`src/rtl/mem_ctrl_pkg.sv`:
```
// Shared types and constants for the byte-serial RAM controller.
package mem_ctrl_pkg;

  localparam int RAM_ADDR_W_DEF = 17;

  localparam logic [1:0] MEM_BYTE = 2'd0;
  localparam logic [1:0] MEM_HALF = 2'd1;
  localparam logic [1:0] MEM_WORD = 2'd2;

  typedef enum logic [1:0] {
    MC_IDLE     = 2'd0,
    MC_BUSY_IF  = 2'd1,
    MC_BUSY_MEM = 2'd2
  } mc_state_t;

  // Size code 3 is deliberately folded into the word case.
  function automatic logic [2:0] beat_count(input logic [1:0] size);
    case (size)
      MEM_BYTE: beat_count = 3'd1;
      MEM_HALF: beat_count = 3'd2;
      default:  beat_count = 3'd4;
    endcase
  endfunction

endpackage

```
`src/rtl/mem_ctrl_arb.sv`:
```
// Grant decision between IF and MEM, taken only while the controller is idle.
// MEM_CTRL_RR_EN: round-robin on ties; otherwise MEM has fixed priority.
module mem_ctrl_arb (
`ifdef MEM_CTRL_RR_EN
  input  logic clk,
  input  logic rst,
`endif
  input  logic idle_i,
  input  logic if_req_i,
  input  logic mem_req_i,
  output logic gnt_if_o,
  output logic gnt_mem_o
);

  logic mem_pri;

`ifdef MEM_CTRL_RR_EN
  // Set when MEM was served last; reset to IF so MEM takes the first tie.
  logic last_mem_q;

  always_ff @(posedge clk or negedge rst) begin
    if (!rst) begin
      last_mem_q <= 1'b0;
    end else if (gnt_mem_o) begin
      last_mem_q <= 1'b1;
    end else if (gnt_if_o) begin
      last_mem_q <= 1'b0;
    end
  end

  assign mem_pri = ~last_mem_q;
`else
  assign mem_pri = 1'b1;
`endif

  always_comb begin
    gnt_mem_o = idle_i & mem_req_i & (~if_req_i | mem_pri);
    gnt_if_o  = idle_i & if_req_i & (~mem_req_i | ~mem_pri);
  end

endmodule

```
`src/rtl/mem_ctrl.sv`:
```
// Sequences IF fetches and MEM loads/stores onto one byte-wide RAM, little-endian beats.
// MEM_CTRL_RR_EN (optional) switches the arbiter to round-robin on simultaneous requests.
module mem_ctrl
  import mem_ctrl_pkg::*;
#(
  parameter int RAM_ADDR_W = RAM_ADDR_W_DEF
) (
  input  logic                  clk,
  input  logic                  rst,
  input  logic                  if_req,
  input  logic [31:0]           if_addr,
  input  logic                  if_flush,
  output logic [31:0]           if_data,
  output logic                  if_done,
  input  logic                  mem_req,
  input  logic                  mem_wr,
  input  logic [1:0]            mem_size,
  input  logic [31:0]           mem_addr,
  input  logic [31:0]           mem_wdata,
  output logic [31:0]           mem_rdata,
  output logic                  mem_done,
  output logic                  stall_if,
  output logic                  stall_mem,
  output logic [RAM_ADDR_W-1:0] ram_a,
  output logic [7:0]            ram_dout,
  output logic                  ram_wr,
  input  logic [7:0]            ram_din
);

  mc_state_t             state_q;
  logic [2:0]            cnt_q;
  logic [2:0]            nbeats_q;
  logic [31:0]           addr_q;
  logic [31:0]           wdata_q;
  logic [31:0]           rd_q;
  logic                  wr_q;
  logic                  if_done_q;
  logic                  mem_done_q;
  logic                  ram_wr_q;
  logic [RAM_ADDR_W-1:0] ram_a_q;
  logic [7:0]            ram_dout_q;

  logic [2:0]            cnt_d;
  logic [31:0]           addr_d;
  logic [1:0]            byte_idx;
  logic                  last_beat;
  logic                  gnt_if;
  logic                  gnt_mem;

  // cnt_q is the beat on ram_a; ram_din carries the byte of beat cnt_q-1.
  always_comb begin
    cnt_d     = cnt_q + 3'd1;
    addr_d    = addr_q + {29'd0, cnt_d};
    byte_idx  = cnt_q[1:0] - 2'd1;
    last_beat = wr_q ? (cnt_d == nbeats_q) : (cnt_q == nbeats_q);
  end

  mem_ctrl_arb u_arb (
`ifdef MEM_CTRL_RR_EN
    .clk       (clk),
    .rst       (rst),
`endif
    .idle_i    (state_q == MC_IDLE),
    .if_req_i  (if_req & ~if_flush),
    .mem_req_i (mem_req),
    .gnt_if_o  (gnt_if),
    .gnt_mem_o (gnt_mem)
  );

  always_ff @(posedge clk or negedge rst) begin
    if (!rst) begin
      state_q    <= MC_IDLE;
      cnt_q      <= 3'd0;
      nbeats_q   <= 3'd0;
      addr_q     <= 32'd0;
      wdata_q    <= 32'd0;
      rd_q       <= 32'd0;
      wr_q       <= 1'b0;
      if_done_q  <= 1'b0;
      mem_done_q <= 1'b0;
      ram_wr_q   <= 1'b0;
      ram_a_q    <= '0;
      ram_dout_q <= 8'd0;
    end else begin
      if_done_q  <= 1'b0;
      mem_done_q <= 1'b0;
      case (state_q)
        MC_IDLE: begin
          if (gnt_mem) begin
            state_q    <= MC_BUSY_MEM;
            cnt_q      <= 3'd0;
            nbeats_q   <= beat_count(mem_size);
            addr_q     <= mem_addr;
            wr_q       <= mem_wr;
            wdata_q    <= mem_wr ? mem_wdata : 32'd0;
            rd_q       <= 32'd0;
            ram_a_q    <= mem_addr[RAM_ADDR_W-1:0];
            ram_wr_q   <= mem_wr;
            ram_dout_q <= mem_wr ? mem_wdata[7:0] : 8'd0;
          end else if (gnt_if) begin
            state_q    <= MC_BUSY_IF;
            cnt_q      <= 3'd0;
            nbeats_q   <= 3'd4;
            addr_q     <= if_addr;
            wr_q       <= 1'b0;
            wdata_q    <= 32'd0;
            rd_q       <= 32'd0;
            ram_a_q    <= if_addr[RAM_ADDR_W-1:0];
            ram_wr_q   <= 1'b0;
            ram_dout_q <= 8'd0;
          end
        end
        MC_BUSY_IF, MC_BUSY_MEM: begin
          if (state_q == MC_BUSY_IF && if_flush) begin
            state_q <= MC_IDLE;
            cnt_q   <= 3'd0;
          end else begin
            cnt_q <= cnt_d;
            if (!wr_q && cnt_q != 3'd0) begin
              rd_q[{byte_idx, 3'b000} +: 8] <= ram_din;
            end
            if (cnt_d < nbeats_q) begin
              ram_a_q    <= addr_d[RAM_ADDR_W-1:0];
              ram_dout_q <= wdata_q[{cnt_d[1:0], 3'b000} +: 8];
            end else begin
              ram_wr_q   <= 1'b0;
              ram_dout_q <= 8'd0;
            end
            if (last_beat) begin
              state_q    <= MC_IDLE;
              cnt_q      <= 3'd0;
              if_done_q  <= (state_q == MC_BUSY_IF);
              mem_done_q <= (state_q == MC_BUSY_MEM);
            end
          end
        end
        default: state_q <= MC_IDLE;
      endcase
    end
  end

  // Only the low RAM_ADDR_W address bits reach the RAM.
  logic unused_addr_bits;
  assign unused_addr_bits = ^{if_addr[31:RAM_ADDR_W], mem_addr[31:RAM_ADDR_W],
                              addr_d[31:RAM_ADDR_W]};

  assign if_done   = if_done_q;
  assign mem_done  = mem_done_q;
  assign if_data   = if_done_q  ? rd_q : 32'd0;
  assign mem_rdata = mem_done_q ? rd_q : 32'd0;
  assign stall_if  = rst & if_req  & ~if_done_q;
  assign stall_mem = rst & mem_req & ~mem_done_q;
  assign ram_a     = ram_a_q;
  assign ram_dout  = ram_dout_q;
  assign ram_wr    = ram_wr_q;

endmodule

```
`config.mk`:
```
export PLATFORM = sky130hd
export DESIGN_NAME = mem_ctrl
export DESIGN_NICKNAME = d
export VERILOG_FILES = /design/src/rtl/mem_ctrl_pkg.sv /design/src/rtl/mem_ctrl_arb.sv /design/src/rtl/mem_ctrl.sv
export SDC_FILE = /design/constraint.sdc
export NUM_CORES = 1
export LEC_CHECK = 0
export BUFFER_PORTS_ARGS = -buffer_cell sky130_fd_sc_hd__buf_4
export CAP_MARGIN = 25
export CORE_MARGIN = 2
export CORE_UTILIZATION = 55
export DETAILED_ROUTE_END_ITERATION = 8
export PLACE_DENSITY = 0.86
export SKIP_LAST_GASP = 1
export SYNTH_ARGS = -nofsm -noshare
export SYNTH_HDL_FRONTEND = slang
export SYNTH_SLANG_ARGS = --single-unit
```
`constraint.sdc`:
```
create_clock -name clk -period 7.89 [get_ports clk]
set_input_delay 0.3945 -clock clk [delete_from_list [all_inputs] [get_ports clk]]
set_output_delay 0.3945 -clock clk [all_outputs]
set_load 0.01 [all_outputs]
```
---- After elaboration in Yosys (flattened, before gate mapping) ----
Cells that the tools add are included.
storage, ports and cells
  register bits ........................... 118
  input bits .............................. 112
  output and inout bits ................... 94
  logic and storage cells ................. 107
operators by class
  add/subtract/negate cells ............... 4
  order comparisons ....................... 1
  equality and inequality tests ........... 11
  shift operators ......................... 3
  muxes and demuxes ....................... 48
  bitwise operators ....................... 12
  reductions and logical operators ........ 16
operator list
  kind                      number
  $mux W32                  8
  $mux W17                  6
  $pmux W32 S2              1
  $mux W8                   5
  $pmux W17 S2              1
  $bwmux W32                1
  $shift A8 B7 Y32 const A  1
  $shiftx A32 B6 Y8         1
  $shiftx A8 B7 Y32         1
  $mux W3                   6
  $add A17 B3 Y17           1
  $pmux W8 S2               1
  $pmux W3 S2               2
  $reduce_and A4 Y1         3
  $mux W1                   11
  $and A1 B1 Y1             8
  $mux W2                   4
  $ne A2 B2 Y1 const B      4
  $neg A5 Y7                1
  $eq A3 B3 Y1              2
  $ne A3 B3 Y1 const B      2
  $reduce_and A2 Y1         3
  $eq A2 B1 Y1 const B      2
  $logic_not A2 Y1          2
  13 further kinds          18

---- Depth between registers and ports, before layout ----
  depth after elaboration ................. 7
  gate-level depth with buffers ........... 11
  mapped depth without buffers ............ 9

---- By module ----
Synthesis repeated with hierarchy kept, for this count alone.
unflattened totals
  cells, all modules ...................... 614
  area, all modules ....................... 6,341.1 µm²
modules (own cells, without submodules)
  module        instances  cells an instance  area an instance (µm²)  seq. area each (µm²)
  mem_ctrl      1          612                6,324.8                 2,952.8
  mem_ctrl_arb  1          2                  16.3                    0.0

---- Worst setup path before layout ----
OpenSTA, ideal clock, no wires.
  path kind ............................... flip-flop to flip-flop
  start ................................... reg cnt_q[0]
  end ..................................... reg ram_a_q[16], in the netlist ram_a[16]
  setup time .............................. 110 ps
  data arrival time ....................... 2,701 ps
  required time ........................... 7,780 ps
  slack ................................... 5,079 ps
  stages on the path, launching flop included .. 11
  path buffers ............................ 2
  period minus slack after synthesis ...... 2,811 ps
  cells stage by stage .................... dfrtp_1 -> buf_4 -> buf_4 -> inv_1 -> ha_1 -> inv_1 -> fa_1 -> nor2b_1 -> o2111ai_2 -> o211a_1 -> o41ai_1
on the way
  word-level cells in the longest chain between the ends .. 5
  elaborated cells on any way between the ends .. 8
  classes of those cells .................. 2 x add/sub; 1 x order compare; 1 x eq/ne; 3 x mux; 1 x reduce/logical
RTL lines
  what                    line             source
  start, declared         mem_ctrl.sv:31   logic [2:0] cnt_q;
  start signal, assigned  mem_ctrl.sv:118  cnt_q <= cnt_d;
  $add A3 B1 Y3 (*)       mem_ctrl.sv:52   cnt_d = cnt_q + 3'd1;
  $add A17 B3 Y17         mem_ctrl.sv:53   addr_d = addr_q + {29'd0, cnt_d};
  $mux W17                mem_ctrl.sv:122  if (cnt_d < nbeats_q) begin
  $mux W17                mem_ctrl.sv:114  if (state_q == MC_BUSY_IF && if_flush) begin
  $pmux W17 S2            mem_ctrl.sv:87   case (state_q)
  end signal, assigned    mem_ctrl.sv:97   ram_a_q <= mem_addr[RAM_ADDR_W-1:0];
  end signal, assigned    mem_ctrl.sv:108  ram_a_q <= if_addr[RAM_ADDR_W-1:0];
  end signal, assigned    mem_ctrl.sv:123  ram_a_q <= addr_d[RAM_ADDR_W-1:0];
  end, declared           mem_ctrl.sv:40   logic [RAM_ADDR_W-1:0] ram_a_q;
Every way passes the cells marked *; elsewhere a longest branch is shown, timed or not. The select of a mux whose other input is x is not followed.
A chain may end at the register's enable or synchronous reset.

---- Worst setup path after layout ----
Ends and elaborated chain as after synthesis.

==> out/metrics.yaml <==
min_path:
  worstHoldEndpoint: "nbeats_q[0]"
  hp-class: "input pin to flop"
  hold_start: "mem_size[1]"
  hold_depth: 2
placement:
  gp_congestion: 0.836
  place_area_um2: 7650
  numPortBuffers: 175
  dp_hpwl_mm: 11.0
worst_setup_path:
  startpoint_type: "flop"
  crit_required_ns: 8.17
  arrival_ns: 4.36
  r2r-start: "cnt_q[0]"
  ff2ff_path_depth: 8
  crit_start: "cnt_q[0]"
  endpoint_kind: "flop"
  crit_path_max_fanout: 18
  rr_endpoint: "ram_a[16]"
  rrSetupSlack_ns: 3.82
  critPathKind: "flop to flop"
final_layout:
  drive_gt1_share_pct: 30.4
  fillerInstances: 833
  final_util_pct: 72.8
  stdcell_area_um2: 8200
  fin_nets: 905
  area.growth.synth_to_final_pct: 30.5
  diodes: 0
timing:
  setup_viol: 0
  finalHoldViolations: 0
  fin_skew_ns: 0.00578
  fmax_ghz: 0.246
  finalMaxSlewViolations: 0
  relSlewSlack_pct: 36.8
  setup_tns_ns: 0
  min_period_ns: 4.07
  tightest_slew_ns: 0.941
  rsz0062_at_grt: "false"
  post-route-period-util_pct: 51.6
synth:
  synth_edf_count: 0
  synthArstFlopShare_pct: 100
  syn_inst: 614
  ys_seq_area_share_pct: 47.0
  synth_flop_cell: "dfrtp_1"
  synth_nets: 742
  synth-seq-cells: 118
  synth_cell_types: 56
  ys_warn_count: 0
  syn_area_per_cell_um2: 10.2
  netlist_area_um2: 6290
routing:
  drc_errors: 0
  vias: 5201
  wl_mm: 15.4
  firstDrtPassIters: 7
  wl_per_cell_um: 16.5
  dr.first_iter.drc_count: 283
  routed_via_density: 5.58
  antenna_left: 0
pwr:
  ir_worst_vdd_mv: 0.219
  powerDensity_nw_per_um2: 382
  p_leak_nw: 4.02
grt:
  gr-total-overflow: 0
  grt_use_total_pct: 25.7
  grt_pass1_vias: 5154
  grt_max_degree: 77
  grt_first_pass_wirelength_mm: 25.4
  antenna_found_initial: 0
cts:
  cts_setup_buffers: 0
  cts_tree: "yes"
  cts.sink_count: 118
  clock_latency_ns: 0.41
  cts_inserted_buffers: 17
  root_buffer: "clkbuf_16"
  htreeDepth: 4
  cts_max_path_buffers: 2
  clkTransAtPathRegs_ns: 0.05
run:
  drv_cap: 0
die:
  dieArea_um2: 12300
  start_util_pct: 55.8
  rows: 39
  die_h_um: 111
  boundaryPins: 206
  dieWidth_um: 111
  core_area_um2: 11300
run_status:
  status: "finished clean"
==> power by group <==
| part | leakage, nW | switching (mW) | internal (mW) | total (mW) |
|---|---|---|---|---|
| Combinational | 2.21 | 0.809 | 0.601 | 1.41 |
| Clock | 0.266 | 0.265 | 0.444 | 0.709 |
| Sequential | 1.55 | 0.184 | 0.832 | 1.02 |
==> stage by stage <==
step | power, mW | instances | hold slack, ns | worst slack, ns
6_report | 3.14 | 932 | 0.178 | 3.82
5_1_grt | 3.35 | 932 | 0.184 | 3.57
4_1_cts | 3.14 | 932 | 0.166 | 3.78
3_5_place_dp | 2.42 | 900 | 0.432 | 3.81
3_3_place_gp | 2.35 | 900 | 0.424 | 3.99
2_1_floorplan | 2.03 | 614 | 0.0989 | 5.08
==> logic make-up after synthesis <==
group,after synthesis,share of synthesized area [%]
compound gates,148,17.6
simple gates,210,17.0
xor+xnor,12,1.67
fa+ha+maj,16,3.30
buf+inv,64,4.38
mux,46,9.09
flops,118,47.0
==> state kept, by name, indices dropped and copies added, names as in the netlist <==
signal and flops:
addr_q 17, cnt_q 3, if_done 1, mem_done 1
nbeats_q 3, ram_a 17, ram_dout 8, ram_wr 1
rd_q 32, state_q 2, wdata_q 32, wr_q 1
==> layout make-up <==
cell class              count  area [um^2]  area share, %
repair buffers            180         1350           16.5
clock inverters             9         78.8          0.961
clock buffers              22          464           5.66
inverters                  28          105           1.28
flip-flops and latches    118         2950           36.0
well taps                 143          179           2.18
multi-input cells         432         3070           37.4
==> layer usage <==
| layer | vias to the layer above | wire (um) | GRT usage, % |
|---|---|---|---|
| met5 | - | 0 | 0 |
| li1 | 2473 | - | - |
| met1 | 2500 | 6440 | 31.9 |
| met4 | 0 | 354 | 9.42 |
| met2 | 198 | 7560 | 43.3 |
| met3 | 30 | 1040 | 7.11 |
==> worst max-delay path, stage by stage (launching register included) <==
cell and delay, ns:
dfrtp_1 0.92, inv_1 0.29, ha_1 0.80, inv_1 0.24, fa_1 0.48, nor2b_1 0.27
o2111ai_2 0.24, o211a_1 0.28, o41ai_1 0.41
==> worst max-delay path by stage <==
stage,to,slack (ns),cells past startpoint
floorplan,ram_a[16],5.08,10
global placement,ram_a[16],3.99,8
detailed placement,ram_a[16],3.81,8
CTS,ram_a[16],3.78,8
global route,ram_a[16],3.57,8
finish,ram_a[16],3.82,8
==> cells in the mapped netlist, drive strengths merged, types with 2 or more instances <==
| library cell | instances | area [um^2] |
|---|---|---|
| a2111oi | 2 | 30.0 |
| a211oi | 6 | 62.6 |
| a21o | 5 | 37.5 |
| a21oi | 14 | 73.8 |
| a22o | 40 | 350 |
| a22oi | 8 | 60.1 |
| a32o | 2 | 20.0 |
| a41oi | 3 | 48.8 |
| and2 | 70 | 438 |
| and3 | 8 | 50.1 |
| buf | 15 | 91.3 |
| clkbuf | 21 | 78.8 |
| dfrtp | 118 | 2950 |
| ha | 15 | 188 |
| inv | 28 | 105 |
| mux2 | 9 | 101 |
| mux2i | 29 | 290 |
| mux4 | 8 | 180 |
| nand2 | 92 | 350 |
| nand2b | 7 | 43.8 |
| nand3 | 7 | 35.0 |
| nand4 | 2 | 18.8 |
| nor2 | 9 | 33.8 |
| nor2b | 3 | 18.8 |
| nor3 | 6 | 30.0 |
| nor3b | 2 | 15.0 |
| o2111ai | 2 | 23.8 |
| o211ai | 2 | 15.0 |
| o21ai | 54 | 270 |
| o31ai | 3 | 22.5 |
| o41ai | 2 | 25.0 |
| xnor2 | 6 | 52.6 |
| xor2 | 6 | 52.6 |
==> repair_timing <==
action	4_1_cts	5_1_grt
hold buffers	1	0
hold endpoints to repair	24	0
gates resized for setup	0	0
==> layout by cell type, fill, tap and decap left out, types with 8 or more instances in the layout <==
master,n
o21ai_0,50
dfrtp_1,118
and3_1,8
mux4_2,8
nor2_1,9
inv_1,27
buf_4,179
a21oi_1,13
clkbuf_16,17
ha_1,15
nand2_1,90
a22oi_1,8
and2_1,70
mux2i_1,29
a22o_1,40
(Power assumes the default switching activity.)
